[src/rtl/micro_op.sv]
// Shared micro-op / rename definitions used by the checkpoint allocator.
//   RAT_CP_SIZE   : number of RAT rename checkpoints (power of two, >= 2)
//   RENAME_WIDTH  : rename slots per cycle
//   COMMIT_WIDTH  : commit slots per cycle
//   cp_index_t    : checkpoint index type
//   cp_state_t    : allocator run/hold state
package micro_op;

  localparam int unsigned RAT_CP_SIZE  = 8;
  localparam int unsigned RENAME_WIDTH = 4;
  localparam int unsigned COMMIT_WIDTH = 4;
  localparam int unsigned CP_IDX_W     = $clog2(RAT_CP_SIZE);

  typedef logic [CP_IDX_W-1:0] cp_index_t;

  typedef enum logic {
    CP_RUN,
    CP_HOLD
  } cp_state_t;

endpackage

[src/rtl/cp_prefix_cnt.sv]
// Prefix popcount over a request vector.
//   bits_i  : input vector
//   offs_o  : offs_o[i] = number of set bits in bits_i[i-1:0]
//   total_o : number of set bits in bits_i
module cp_prefix_cnt #(
  parameter int unsigned WIDTH = 4,
  parameter int unsigned CNT_W = $clog2(WIDTH + 1)
) (
  input  logic [WIDTH-1:0]            bits_i,
  output logic [WIDTH-1:0][CNT_W-1:0] offs_o,
  output logic [CNT_W-1:0]            total_o
);

  logic [CNT_W-1:0] acc;

  always_comb begin
    acc    = '0;
    offs_o = '0;
    for (int i = 0; i < WIDTH; i++) begin
      offs_o[i] = acc;
      acc       = acc + CNT_W'(bits_i[i]);
    end
    total_o = acc;
  end

endmodule

[src/rtl/cp_alloc_ctrl.sv]
// Rename checkpoint allocator: circular pool of CP_SIZE checkpoints.
// Rename allocates one checkpoint per branch uop (all-or-nothing per bundle),
// commit frees the oldest, and a misprediction truncates the pool back to the
// mispredicted branch's checkpoint (which is kept).
// Ports:
//   clock, reset          : clock, synchronous active-high reset
//   alloc_req_i/grant_o   : per rename slot request / grant (grant is combinational)
//   alloc_idx_o           : checkpoint index for each rename slot, IDX bits per slot
//   alloc_stall_o         : requests present but not granted; rename holds its bundle
//   retire_valid_i        : per commit slot, frees the oldest checkpoint
//   recover_i/recover_idx_i : misprediction pulse and the branch's checkpoint index
//   cp_head_o, cp_count_o : oldest live checkpoint, number of live checkpoints
//   cp_full_o, cp_empty_o : registered pool status
//   err_underflow_o       : sticky, retire seen with more frees than live checkpoints
// Optional: define CP_ALLOC_PERF_EN to add saturating perf_stall_cycles_o and
// perf_recovers_o counters.
module cp_alloc_ctrl
  import micro_op::*;
#(
  parameter  int unsigned CP_SIZE      = RAT_CP_SIZE,
  parameter  int unsigned ALLOC_WIDTH  = RENAME_WIDTH,
  parameter  int unsigned RETIRE_WIDTH = COMMIT_WIDTH,
  parameter  int unsigned RECOVER_LAT  = 2,
  localparam int unsigned IDX          = $clog2(CP_SIZE),
  localparam int unsigned CW           = IDX + 1
) (
  input  logic                       clock,
  input  logic                       reset,
  input  logic [ALLOC_WIDTH-1:0]     alloc_req_i,
  output logic [ALLOC_WIDTH-1:0]     alloc_grant_o,
  output logic [ALLOC_WIDTH*IDX-1:0] alloc_idx_o,
  output logic                       alloc_stall_o,
  input  logic [RETIRE_WIDTH-1:0]    retire_valid_i,
  input  logic                       recover_i,
  input  logic [IDX-1:0]             recover_idx_i,
  output logic [IDX-1:0]             cp_head_o,
  output logic [CW-1:0]              cp_count_o,
  output logic                       cp_full_o,
  output logic                       cp_empty_o,
`ifdef CP_ALLOC_PERF_EN
  output logic [31:0]                perf_stall_cycles_o,
  output logic [15:0]                perf_recovers_o,
`endif
  output logic                       err_underflow_o
);

  localparam int unsigned AW = $clog2(ALLOC_WIDTH + 1);
  localparam int unsigned RW = $clog2(RETIRE_WIDTH + 1);

  // State
  cp_state_t      state_q;
  logic [2:0]     hold_cnt_q;
  logic [IDX-1:0] head_q, head_d;
  logic [CW-1:0]  count_q, count_d;
  logic           full_q, empty_q;
  logic           err_q, err_d;

  // Allocation slot offsets
  logic [ALLOC_WIDTH-1:0][AW-1:0] req_offs;
  logic [AW-1:0]                  nreq;

  cp_prefix_cnt #(
    .WIDTH (ALLOC_WIDTH),
    .CNT_W (AW)
  ) u_prefix (
    .bits_i  (alloc_req_i),
    .offs_o  (req_offs),
    .total_o (nreq)
  );

  // Retire step
  logic [RW-1:0]  nret;
  logic           underflow;
  logic [CW-1:0]  nret_eff;
  logic [IDX-1:0] head_r;
  logic [CW-1:0]  count_r;
  logic [IDX-1:0] tail_r;

  always_comb begin
    nret = '0;
    for (int j = 0; j < RETIRE_WIDTH; j++) begin
      nret = nret + RW'(retire_valid_i[j]);
    end
    underflow = int'(nret) > int'(count_q);
    nret_eff  = underflow ? count_q : CW'(nret);
    // nret_eff == CP_SIZE leaves the low IDX bits zero: a full lap keeps head in place.
    head_r    = head_q + nret_eff[IDX-1:0];
    count_r   = count_q - nret_eff;
    tail_r    = head_r + count_r[IDX-1:0];
  end

  // Recover and allocate steps
  logic [IDX-1:0] rec_dist;
  logic [CW-1:0]  rec_count;
  logic [CW-1:0]  free_r;
  logic           alloc_ok;
  logic           fits;
  logic           do_alloc;

  always_comb begin
    rec_dist  = recover_idx_i - head_r;
    rec_count = CW'(rec_dist) + CW'(1);
    free_r    = CW'(CP_SIZE) - count_r;
    fits      = int'(nreq) <= int'(free_r);
    alloc_ok  = (state_q == CP_RUN) && !recover_i && !reset;
    do_alloc  = alloc_ok && fits;

    alloc_grant_o = do_alloc ? alloc_req_i : '0;
    alloc_stall_o = !reset && (|alloc_req_i) && !do_alloc;
    alloc_idx_o   = '0;
    for (int i = 0; i < ALLOC_WIDTH; i++) begin
      alloc_idx_o[i*IDX +: IDX] = tail_r + IDX'(req_offs[i]);
    end

    head_d = head_r;
    err_d  = err_q | underflow;
    if (recover_i) begin
      count_d = rec_count;
    end else if (do_alloc) begin
      count_d = count_r + CW'(nreq);
    end else begin
      count_d = count_r;
    end
  end

  // Run/hold FSM: recover blocks allocation for its own cycle plus RECOVER_LAT cycles.
  always_ff @(posedge clock) begin
    if (reset) begin
      state_q    <= CP_RUN;
      hold_cnt_q <= '0;
    end else if (recover_i) begin
      if (RECOVER_LAT == 0) begin
        state_q    <= CP_RUN;
        hold_cnt_q <= '0;
      end else begin
        state_q    <= CP_HOLD;
        hold_cnt_q <= 3'(RECOVER_LAT);
      end
    end else begin
      unique case (state_q)
        CP_RUN: begin
          state_q    <= CP_RUN;
          hold_cnt_q <= '0;
        end
        CP_HOLD: begin
          hold_cnt_q <= hold_cnt_q - 3'd1;
          if (hold_cnt_q <= 3'd1) begin
            state_q <= CP_RUN;
          end
        end
        default: begin
          state_q    <= CP_RUN;
          hold_cnt_q <= '0;
        end
      endcase
    end
  end

  // Pool pointers and status
  always_ff @(posedge clock) begin
    if (reset) begin
      head_q  <= '0;
      count_q <= '0;
      full_q  <= 1'b0;
      empty_q <= 1'b1;
      err_q   <= 1'b0;
    end else begin
      head_q  <= head_d;
      count_q <= count_d;
      full_q  <= (count_d == CW'(CP_SIZE));
      empty_q <= (count_d == '0);
      err_q   <= err_d;
    end
  end

  assign cp_head_o       = head_q;
  assign cp_count_o      = count_q;
  assign cp_full_o       = full_q;
  assign cp_empty_o      = empty_q;
  assign err_underflow_o = err_q;

`ifdef CP_ALLOC_PERF_EN
  logic [31:0] perf_stall_q;
  logic [15:0] perf_rec_q;

  always_ff @(posedge clock) begin
    if (reset) begin
      perf_stall_q <= '0;
      perf_rec_q   <= '0;
    end else begin
      if (alloc_stall_o && (perf_stall_q != '1)) begin
        perf_stall_q <= perf_stall_q + 32'd1;
      end
      if (recover_i && (perf_rec_q != '1)) begin
        perf_rec_q <= perf_rec_q + 16'd1;
      end
    end
  end

  assign perf_stall_cycles_o = perf_stall_q;
  assign perf_recovers_o     = perf_rec_q;
`endif

endmodule

[config.mk]
export PLATFORM = sky130hd
export DESIGN_NAME = cp_alloc_ctrl
export DESIGN_NICKNAME = d
export VERILOG_FILES = /design/src/rtl/micro_op.sv /design/src/rtl/cp_prefix_cnt.sv /design/src/rtl/cp_alloc_ctrl.sv
export SDC_FILE = /design/constraint.sdc
export NUM_CORES = 1
export LEC_CHECK = 0
export ABC_CLOCK_PERIOD_IN_PS = 21000
export CORE_MARGIN = 2
export CORE_UTILIZATION = 55
export DETAILED_ROUTE_END_ITERATION = 10
export PLACE_DENSITY = 0.82
export RECOVER_POWER = 50
export SLEW_MARGIN = 10
export SYNTH_ARGS = -nofsm -noshare
export SYNTH_HDL_FRONTEND = slang
export SYNTH_HIERARCHICAL = 1
export SYNTH_SLANG_ARGS = --single-unit
[constraint.sdc]
create_clock -name clock -period 21 [get_ports clock]
set_clock_uncertainty 0.15 [all_clocks]
set_input_delay 6.3 -clock clock [delete_from_list [all_inputs] [get_ports clock]]
set_output_delay 6.3 -clock clock [all_outputs]
set_load 0.005 [all_outputs]
* Word-level counts from Yosys, hierarchy flattened
Cells that the tools add are included.
** Cells by class
- Muxes and demuxes :: 9
- Add/subtract/negate cells :: 17
- Reductions and logical operators :: 11
- $lt $le $gt $ge :: 3
- Eq/ne operators :: 1
- Bitwise operators :: 2
** Operator list (count)
- $mux 4 :: 4
- $add 3x1->3 :: 4
- $add 3x3->3 :: 4
- $pmux 3 s2 :: 1
- $logic_and 1x1->1 :: 5
- $add 1x1->2 :: 2
- $add 3x1->4 const B :: 1
- $add 4x3->4 :: 1
- $eq 4x4->1 const B :: 1
- $gt 3x4->1 :: 1
- $le 3x4->1 :: 1
- $logic_not 4->1 :: 1
- $reduce_or 4->1 :: 1
- $sub 4x4->4 :: 1
- $sub 4x4->4 const A :: 1
- $add 2x1->3 :: 1
- $le 3x1->1 const B :: 1
- $logic_not 1->1 :: 3
- $sub 3x1->3 const B :: 1
- $sub 3x3->3 :: 1
- $mux 1 :: 2
- $mux 2 :: 1
- $pmux 1 s2 :: 1
- $reduce_or 2->1 :: 1
- 2 further kinds :: 2
** Storage, ports and cells
- Bits in registers :: 14
- Word-level logic and storage cells :: 51
- Bits of input ports :: 14
- Output and inout port bits :: 27

* Depth between registers and ports, before layout
- Word-level depth :: 12
- Depth in mapped cells :: 22
- Mapped depth without buffers :: 21

* By module
The synthesis kept the hierarchy.
** Modules (own cells, without submodules)
- cp_alloc_ctrl :: instances 1, sequential area each 280.3 um^2, cells each 173, area each 1626.6 um^2
- cp_prefix_cnt :: instances 1, sequential area each 0.0 um^2, cells each 24, area each 183.9 um^2

* Worst setup path after synthesis
Ideal clock, no wire load.
- Path kind :: input to output
- Start :: in retire_valid_i[0]
- End :: out alloc_grant_o[0]
- Data required time :: 14.550 ns
- Path slack :: 3.931 ns
- Path buffers :: 1
- Stages :: 18
- Arrival time :: 10.619 ns
- Cells stage by stage :: fa_1 ha_1 ha_1 ha_1 nand3_1 o21ai_0 or3_1 buf_2 o21ai_0 ha_1 fa_1 ha_1 inv_1 ha_1 a211oi_1 nor2_1 a2111oi_4 and2_1
** Between the ends
- Cells in the longest elaborated chain, start to end :: 10
** RTL lines
- from (decl) :: RTL line cp_alloc_ctrl.sv:33 : input logic [RETIRE_WIDTH-1:0] retire_valid_i,
- $add 1x1->2 * :: RTL line cp_alloc_ctrl.sv:82 : nret = nret + RW'(retire_valid_i[j]);
- $add 2x1->3 * :: RTL line cp_alloc_ctrl.sv:82
- $add 3x1->3 * :: RTL line cp_alloc_ctrl.sv:82
- $gt 3x4->1 :: RTL line cp_alloc_ctrl.sv:84 : underflow = int'(nret) > int'(count_q);
- $mux 4 * :: RTL line cp_alloc_ctrl.sv:85 : nret_eff = underflow ? count_q : CW'(nret);
- $sub 4x4->4 * :: RTL line cp_alloc_ctrl.sv:88 : count_r = count_q - nret_eff;
- $sub 4x4->4 * :: RTL line cp_alloc_ctrl.sv:103 : free_r = CW'(CP_SIZE) - count_r;
- $le 3x4->1 * :: RTL line cp_alloc_ctrl.sv:104 : fits = int'(nreq) <= int'(free_r);
- $logic_and 1x1->1 * :: RTL line cp_alloc_ctrl.sv:106 : do_alloc = alloc_ok && fits;
- $mux 4 * :: RTL line cp_alloc_ctrl.sv:108 : alloc_grant_o = do_alloc ? alloc_req_i : '0;
- to (decl) :: RTL line cp_alloc_ctrl.sv:30 : output logic [ALLOC_WIDTH-1:0] alloc_grant_o,
Mark *: on every way between the ends. The rest lies on a longest branch, timed or not.

* Worst setup path in the final report
- Start :: in retire_valid_i[0]
- End :: out alloc_grant_o[2]
Same word-level chain as after synthesis.

==> results.yml <==
clocking:
  clockBufferDepth: 2
  clock-sinks: 14
  cts_tree: "yes"
  cts_hold_buffers: 0
  cts_setup_buffers: 0
  cts-resized-gates: 0
  clk_latency_ns: 0.28
  clk_root_buffer_cell: "clkbuf_4"
  htree_levels: 1
  clk_pin_slew_worst_paths_ns: 0.09
  cts_buffers: 3
floorplan:
  start_util_pct: 58.3
  coreArea_sq_um: 3100
  die_h_microns: 61.4
  die_w_microns: 61.4
  dieArea_sq_um: 3770
  io_pins: 41
  rows: 20
routing:
  dr.first_iter.drc_count: 36
  wire_per_inst_microns: 12.6
  vias: 1451
  drt-pass1-iter-count: 4
  ant_nets: 0
  remaining_drc_errors: 0
  via_per_inst: 5.22
  wirelength_mm: 3.51
cells_and_area:
  multi_input_area_sq_um: 1340
  final_net_count: 289
  final_common_cell: "inv_1"
  drive_above_1_share_pct: 5.13
  most-common-layout-cells: "inv_1, ha_1, clkdlybuf4s50_1"
  n_fill_cell: 253
  fin_util_pct: 72.4
  seq_area_sq_um: 280
  antenna_cells: 0
  layout-area-overhead-vs-synth_pct: 24.1
critical_path:
  arrival_ns: 12.10
  crit_path_start_kind: "input port"
  reg2regPathDepth: 18
  crit_type: "input port to output pin"
  path_max_fanout: 9
  crit_path_end_kind: "output pin"
  crit_required_ns: 14.55
sta:
  setup_slack_ns: 2.45
  fmax_ghz: 0.0539
  finalSetupTns_ns: 0
  rsz0062_at_grt: "false"
  slew_headroom_pct: 50.3
  hold_viol: 0
  period_needed_ns: 18.55
  tightest_slew_ns: 0.743
  final.period_utilization_pct: 88.3
  finalMaxSlewViolations: 0
  finalSetupViolations: 0
placed_design:
  detailedPlace.worstSlack_ns: 2.64
  io_buffers: 40
  hpwl_mm: 2.95
  gp_congestion: 0.827
min_path:
  worstHoldPathType: "flop to flop"
  hold_depth: 2
synthesis:
  ys_ff_latch: 14
  ys_types: 43
  synth_edf_count: 0
  yosysTopAreaCell: "ha_1"
  synth-warning-count: 6
  synthArstFlopShare_pct: 0
  synth-xor-area-share_pct: 14.5
  synth_area_leaders: "ha_1, dfxtp_1, fa_1"
  synth-compound-area-share_pct: 12.9
  synth_cells: 197
  yosysSeqAreaShare_pct: 15.5
  post-synth-top-area-fraction_pct: 19.4
  synthAdderAreaFrac_pct: 32.6
  synth_top_family_by_area: "adder cells"
  synth_mux_area_share_pct: 2.35
  synthFlopType: "dfxtp_1"
  synth-simple-area-share_pct: 10.6
  netlist_area_sq_um: 1810
  avgSynthCellArea_sq_um: 9.19
global_routing:
  grt_overflow: 0
  antenna_found_initial: 0
  grt_pass1_wl_mm: 5.69
  grt_pass1_vias: 1316
  grt_use_total_pct: 20.4
  grt_max_degree: 18
run_status:
  status: "complete, no violations"
flow_run:
  cap_violations: 0
through the flow:
step | instances | cell area [sq um] | hold WS (ns)
2_1_floorplan | 202 | 1830 | 0.280
4_1_cts | 278 | 2250 | 0.311
6_report | 278 | 2250 | 0.301
3_5_place_dp | 274 | 2210 | 0.298
3_3_place_gp | 274 | 2210 | 0.298
5_1_grt | 278 | 2250 | 0.335
worst paths after layout:
check               startpoint               end  slack [ns]
max          retire_valid_i[0]  alloc_grant_o[2]        2.45
min            err_underflow_o   err_underflow_o        0.30
max reg2reg      cp_count_o[2]        cp_empty_o       16.19
min reg2reg    err_underflow_o   err_underflow_o        0.30
registers in the layout (all words and copies together) (netlist names):
register,cells
cp_count_o,4
err_underflow_o,1
state_q,1
hold_cnt_q,3
cp_full_o,1
cp_empty_o,1
cp_head_o,3
cell families after synthesis:
| family | after synthesis |
|---|---|
| buffers and inverters | 47 |
| adder cells (fa/ha/maj) | 40 |
| AND/OR/NAND/NOR | 38 |
| AO/OA/AOI/OAI | 29 |
| XOR/XNOR | 25 |
| flip-flops | 14 |
| multiplexers | 3 |
| other | 1 |
critical path: stages:
cell and delay, ns:
dlygate4sd3_1 0.56, fa_1 0.49, ha_1 0.19, ha_1 0.29
ha_1 0.30, nand3_1 0.07, o21ai_0 0.08, or3_1 0.44
o21ai_0 0.29, ha_1 0.24, fa_1 0.54, ha_1 0.27
xor2_1 0.16, ha_1 0.30, o21ai_0 0.16, nor2_1 0.14
a2111oi_4 0.55, and2_1 0.20, clkdlybuf4s50_1 0.51
synthesized netlist by cell type (2+ instances only):
cell	n
nand3b_1	2
buf_2	2
xnor2_2	2
a21o_1	2
a22o_1	2
nor4_1	2
xor2_1	11
nor2_1	13
and2_1	4
nand2_1	6
buf_4	7
mux2i_1	2
o21ai_0	5
clkbuf_1	3
fa_1	12
a21oi_1	7
nand3_1	2
a211oi_2	2
inv_1	35
xnor2_1	10
nor2b_1	3
dfxtp_1	14
a211oi_1	2
ha_1	28
layout make-up:
cell class	count	area share, %
flip-flops and latches	14	12.5
inverters	35	5.85
well taps	44	2.45
clock buffers	4	1.61
repair buffers	40	17.8
multi-input cells	141	59.8
per-layer routing:
| layer | vias up | track usage, % | part of all wire [%] |
|---|---|---|---|
| met4 | 0 | 3.34 | 0.97 |
| li1 | 711 | - | - |
| met1 | 699 | 26.2 | 46 |
| met2 | 37 | 36.5 | 48 |
| met3 | 4 | 3.78 | 4.3 |
| met5 | - | 0 | 0 |
Power is not shown: default switching activity piles up to over one toggle a cycle in this logic, so the estimate is an artifact.
